--- src/rtl/tt_um_rps_match.sv ---
// Best-of-N stone-paper-scissors match controller (TinyTapeout user module).
// Judges rounds from two 2-bit moves, keeps per-player scores and a round count, declares a match winner.
module tt_um_rps_match #(
    parameter int WIN_TARGET = 3,
    parameter int SCORE_W    = 4,
    parameter int MAX_ROUNDS = 15
) (
    input  logic       clk,
    input  logic       rst_n,
    input  logic       ena,
    input  logic [7:0] ui_in,
    output logic [7:0] uo_out,
    input  logic [7:0] uio_in,
    output logic [7:0] uio_out,
    output logic [7:0] uio_oe
);

    localparam int RC_W = $clog2(MAX_ROUNDS + 1);
    localparam logic [SCORE_W-1:0] WIN_T  = SCORE_W'(WIN_TARGET);
    localparam logic [RC_W-1:0]    RC_MAX = RC_W'(MAX_ROUNDS);

    typedef enum logic [1:0] {IDLE = 2'b00, EVAL = 2'b01, RESULT = 2'b10, DONE = 2'b11} state_t;
    typedef enum logic [1:0] {STONE = 2'b00, PAPER = 2'b01, SCISSORS = 2'b10, INVALID = 2'b11} move_t;

    localparam logic [1:0] RES_TIE = 2'b00;
    localparam logic [1:0] RES_P1  = 2'b01;
    localparam logic [1:0] RES_P2  = 2'b10;
    localparam logic [1:0] RES_INV = 2'b11;

    function automatic logic [1:0] judge(input logic [1:0] a, input logic [1:0] b);
        if (a == INVALID || b == INVALID) return RES_INV;
        if (a == b) return RES_TIE;
        if ((a == STONE && b == SCISSORS) || (a == SCISSORS && b == PAPER) ||
            (a == PAPER && b == STONE)) return RES_P1;
        return RES_P2;
    endfunction

    state_t             state_q, state_d;
    logic               start_q, start_d;
    logic [1:0]         mv1_q, mv1_d, mv2_q, mv2_d;
    logic [SCORE_W-1:0] score1_q, score1_d, score2_q, score2_d;
    logic [RC_W-1:0]    rounds_q, rounds_d;
    logic [1:0]         result_q, result_d;
    logic               valid_q, valid_d;
    logic               over_q, over_d;
    logic [1:0]         winner_q, winner_d;

    logic               go, clear;
    logic [1:0]         round_res;
    logic [SCORE_W-1:0] s1_n, s2_n;
    logic [RC_W-1:0]    rc_n;
    logic               decided;
    logic [1:0]         win_n;

    assign go    = ui_in[4] & ~start_q;
    assign clear = ui_in[5];

    // Post-round counters and the match decision, consumed only in EVAL.
    always_comb begin
        // NOTE: every comb output gets a default first so no path leaves it unassigned (no latch).
        round_res = judge(mv1_q, mv2_q);
        s1_n      = score1_q;
        s2_n      = score2_q;
        rc_n      = rounds_q;
        decided   = 1'b0;
        win_n     = 2'b00;
        if (round_res != RES_INV) begin
            if (rounds_q != RC_MAX) rc_n = rounds_q + RC_W'(1);
            if (round_res == RES_P1) s1_n = score1_q + SCORE_W'(1);
            if (round_res == RES_P2) s2_n = score2_q + SCORE_W'(1);
        end
        if (s1_n == WIN_T) begin
            decided = 1'b1;
            win_n   = RES_P1;
        end else if (s2_n == WIN_T) begin
            decided = 1'b1;
            win_n   = RES_P2;
        end else if (rc_n == RC_MAX) begin
            decided = 1'b1;
            if (s1_n > s2_n)      win_n = RES_P1;
            else if (s2_n > s1_n) win_n = RES_P2;
        end
    end

    always_comb begin
        state_d  = state_q;
        start_d  = start_q;
        mv1_d    = mv1_q;
        mv2_d    = mv2_q;
        score1_d = score1_q;
        score2_d = score2_q;
        rounds_d = rounds_q;
        result_d = result_q;
        valid_d  = valid_q;
        over_d   = over_q;
        winner_d = winner_q;
        if (ena) begin
            start_d = ui_in[4];
            valid_d = 1'b0;
            if (clear) begin
                state_d  = IDLE;
                score1_d = '0;
                score2_d = '0;
                rounds_d = '0;
                result_d = 2'b00;
                over_d   = 1'b0;
                winner_d = 2'b00;
            end else begin
                unique case (state_q)
                    IDLE: if (go) begin
                        state_d = EVAL;
                        mv1_d   = ui_in[1:0];
                        mv2_d   = ui_in[3:2];
                    end
                    EVAL: begin
                        result_d = round_res;
                        valid_d  = 1'b1;
                        score1_d = s1_n;
                        score2_d = s2_n;
                        rounds_d = rc_n;
                        over_d   = decided;
                        winner_d = win_n;
                        state_d  = decided ? DONE : RESULT;
                    end
                    // A new round needs start released and raised again.
                    RESULT: if (!ui_in[4]) state_d = IDLE;
                    DONE: if (go) begin
                        state_d  = IDLE;
                        score1_d = '0;
                        score2_d = '0;
                        rounds_d = '0;
                        over_d   = 1'b0;
                        winner_d = 2'b00;
                    end
                    default: state_d = IDLE;
                endcase
            end
        end
    end

    always_ff @(posedge clk or negedge rst_n) begin
        if (!rst_n) begin
            state_q  <= IDLE;
            start_q  <= 1'b0;
            mv1_q    <= 2'b00;
            mv2_q    <= 2'b00;
            score1_q <= '0;
            score2_q <= '0;
            rounds_q <= '0;
            result_q <= 2'b00;
            valid_q  <= 1'b0;
            over_q   <= 1'b0;
            winner_q <= 2'b00;
        end else begin
            // NOTE: non-blocking assignments so every flop samples pre-edge values.
            state_q  <= state_d;
            start_q  <= start_d;
            mv1_q    <= mv1_d;
            mv2_q    <= mv2_d;
            score1_q <= score1_d;
            score2_q <= score2_d;
            rounds_q <= rounds_d;
            result_q <= result_d;
            valid_q  <= valid_d;
            over_q   <= over_d;
            winner_q <= winner_d;
        end
    end

    assign uo_out  = {state_q, winner_q, over_q, valid_q, result_q};
    assign uio_out = {4'(score2_q), 4'(score1_q)};
    assign uio_oe  = 8'hFF;

    logic unused_inputs;
    assign unused_inputs = &{1'b0, uio_in, ui_in[7:6]};

endmodule

--- config.mk ---
export PLATFORM = sky130hd
export DESIGN_NAME = tt_um_rps_match
export DESIGN_NICKNAME = d
export VERILOG_FILES = /design/src/rtl/tt_um_rps_match.sv
export SDC_FILE = /design/constraint.sdc
export NUM_CORES = 1
export LEC_CHECK = 0
export ABC_AREA = 1
export CORE_MARGIN = 2
export CORE_UTILIZATION = 44
export DETAILED_ROUTE_END_ITERATION = 8
export GPL_TIMING_DRIVEN = 0
export MAX_ROUTING_LAYER = met4
export PLACE_DENSITY = 0.76
export SLEW_MARGIN = 10
export SYNTH_ARGS = -nofsm -noshare
export SYNTH_HDL_FRONTEND = slang
export SYNTH_SLANG_ARGS = --single-unit
--- constraint.sdc ---
create_clock -name clk -period 2.01 [get_ports clk]
set_input_delay 0.603 -clock clk [delete_from_list [all_inputs] [get_ports clk]]
set_output_delay 0.603 -clock clk [all_outputs]
set_load 0.005 [all_outputs]
==> results.json <==
{
  "htreeDepth": 1,
  "grt_pass1_vias": 1377,
  "cts_tree": "yes",
  "reg2reg_slack_ps": -70,
  "diodes": 0,
  "vias_per_cell": 4.820,
  "wl_mm": 3.502,
  "setup_viol": 2,
  "failed_checks": "negative setup slack",
  "drt-initial-drc-count": 58,
  "skew_ps": 10.01,
  "die_height_um": 65.52,
  "synth.area.top_cells": "dfrtp_1 (38%), nand2_1 (11%), inv_1 (6.3%)",
  "initial_core_util_pct": 45.49,
  "cap_viol_max_count": 0,
  "critPathMaxFanout": 6,
  "synth_ff_type": "dfrtp_1",
  "worst_ir_drop_vdd_v": 0.0007620,
  "place_congestion": 0.8305,
  "path_buf_inv": 2,
  "num_rows": 22,
  "dieArea_mm2": 0.004293,
  "synthMostInstantiatedCell": "nand2_1",
  "synth_top_area_share_pct": 37.57,
  "grt_max_degree": 26,
  "synth_area_leader_cell": "dfrtp_1",
  "r2r_start": "mv2_q[1]",
  "vias": 1475,
  "postRouteAntennaNets": 0,
  "slew_violations": 0,
  "seq_area_frac_synth_pct": 37.57,
  "grt_usage_pct": 18.44,
  "die_w_um": 65.52,
  "outcome": "finished, violations left",
  "path_class": "reg -> reg",
  "relSlewSlack_pct": 62.31,
  "syn_area_per_cell_um2": 7.782,
  "cts_buffers": 3,
  "drtPass1Iterations": 4,
  "powerDensity_mw_per_mm2": 1204,
  "required_ps": 2170,
  "yosys_warnings": 0,
  "crit_family": "simple AND/OR/NAND/NOR gates",
  "drive_above_1_share_pct": 22.09,
  "path_clk_slew_ps": 90,
  "async_flop_share_pct": 100.0,
  "cp.arrival_ps": 2240,
  "synth_area_mm2": 0.001665,
  "io_pins": 43,
  "crit_cells": 15,
  "period_needed_ps": 2080,
  "area_growth_pct": 28.32,
  "hold_ws_ps": 319.0,
  "synth-seq-cells": 25,
  "grt_antenna_before_repair": 0,
  "clockBufferDepth": 2,
  "critPathCaptureType": "register",
  "hpwl_mm": 2.543,
  "finalWorstSetupSlack_ps": -69.99,
  "max_stage_delay_ps": 440,
  "rsz0062_at_grt": "yes",
  "finalPower_mw": 2.573,
  "cp-start-kind": "register",
  "drcViolationCount": 0,
  "crit_top_cell": "nand2_1",
  "hold_viol": 0,
  "worst_path_max_delay_cell": "dfrtp_1",
  "synth.distinct_cells": 34,
  "period_share_pct": 103.5,
  "grt_pass1_wl_mm": 6.023,
  "portBuffers": 24,
  "max_clock_freq_mhz": 480.8,
  "r2r-end": "winner_q[0]",
  "synth_common_cells": "nand2_1 (47), inv_1 (28), dfrtp_1 (25), nor2_1 (18), buf_4 (10)",
  "synth_edf_count": 0,
  "clock_sinks": 25,
  "power_leakage_nw": 1.052,
  "core_mm2": 0.003661,
  "worst_slew_pin_slew_ps": 565.3,
  "min_path_type": "in -> async",
  "overflow": 0,
  "avgRoutedWirePerCell_um": 11.44,
  "crit_chain": "nand2_1 -> nor2_4 -> buf_4 -> nor2_8 -> nand3_4 -> nand2_2 -> o21ai_2 -> ha_1 -> inv_1 -> o21bai_1 -> nand4_1 -> nand3_1 -> nand2_1 -> nand2_1 -> nand2_1",
  "syn_inst": 214,
  "cts_root_buffer": "clkbuf_8",
  "insertion_delay_ps": 270,
  "fin_nets": 284,
  "reg2reg_depth": 15
}
-- timing repair --
action / in CTS / in global routing
buffers inserted: 6 / 3
endpoints found under the setup margin: 6 / 12
resized for setup: 9 / 2
pin swaps: 7 / 0
hold buffers: 0 / 0
-- how the worst max path moves through the flow --
stage                       end  slack (ps)     start
floorplan           winner_q[1]          10  mv1_q[1]
global placement    score2_q[1]        -440  ui_in[5]
detailed placement  score2_q[1]        -470  ui_in[5]
CTS                 winner_q[0]         -50  mv1_q[0]
global route        winner_q[0]        -220  mv1_q[0]
finish              winner_q[0]         -70  mv2_q[1]
-- logic make-up (layout without fill, tap and decap cells) --
family	count (synthesis)	after routing	synth area share (%)
adders and majority gates	6	6	4.508
and+or+nand+nor	99	99	29.68
AOI/OAI and AO/OA	34	34	12.47
buffers and inverters	43	80	11.95
xor gates and xnor gates	6	6	3.607
DFF	25	25	37.57
other	1	8	0.2252
-- final cells by class --
class	instances	area [um2]
fill	344	1524
multi-input combinational	153	903.4
sequential	25	625.6
timing repair buffer	33	302.8
inverter	32	120.1
buffer	11	80.08
tap	48	60.06
clock buffer	4	45.04
-- cells in the final DEF, fill, tap and decap left out, types with 2 or more instances in the layout --
cell type / n
o21ai_0: 9
o21ai_2: 4
nor2_1: 16
o22ai_1: 8
nand2_2: 9
nor3_1: 2
clkdlybuf4s50_1: 23
buf_4: 19
xnor2_1: 2
nor2_2: 4
inv_2: 5
nand3_1: 6
xor2_1: 3
dfrtp_1: 25
nand3_2: 2
nand4_1: 9
a21oi_1: 6
o21ai_1: 2
clkbuf_8: 3
nand2_1: 44
inv_1: 27
conb_1: 8
ha_1: 5
-- flip-flops by register name (all words and copies together) (netlist names) --
register	cells
mv1_q	2
mv2_q	2
over_q	1
result_q	2
rounds_q	4
score1_q	4
score2_q	4
start_q	1
state_q	2
valid_q	1
winner_q	2
-- power by group --
group          leakage (nW)  total (mW)  switching, mW  internal [mW]
Clock                0.0228       0.297          0.155          0.142
Combinational         0.699        1.54          0.878          0.666
Sequential            0.330       0.731          0.111          0.620
-- metrics by stage --
step	std cells	area, um2	setup WS [ps]	TNS [ps]	utilization (%)
floorplan	221	1692	13.50	0	-
global placement	293	1992	-443.2	-4110	54.41
detailed placement	293	1992	-474.6	-4597	54.41
CTS	303	2118	-46.43	-75.94	57.86
global route	306	2137	-216.8	-650.0	58.37
finish	306	2137	-69.99	-122.2	58.37
-- worst reg2reg max path, cell delays in order, from the launching register on --
cell and delay [ps]:
dfrtp_1 440, nand2_1 140, nor2_4 40, buf_4 140, nor2_8 100, nand3_4 110, nand2_2 80, o21ai_2 80
ha_1 300, inv_1 40, o21bai_1 130, nand4_1 120, nand3_1 100, nand2_1 50, nand2_1 50, nand2_1 50
-- metal layers --
layer  part of all wire, %  vias to the layer above  GRT usage [%]
met2                    48                       34          30.74
met1                    48                      672          23.43
met5                     0                        -              -
met3                   3.5                        2          3.082
li1                      -                      767              -
met4                  0.77                        0          4.688
No activity file was read; power rests on OpenSTA's default activity.
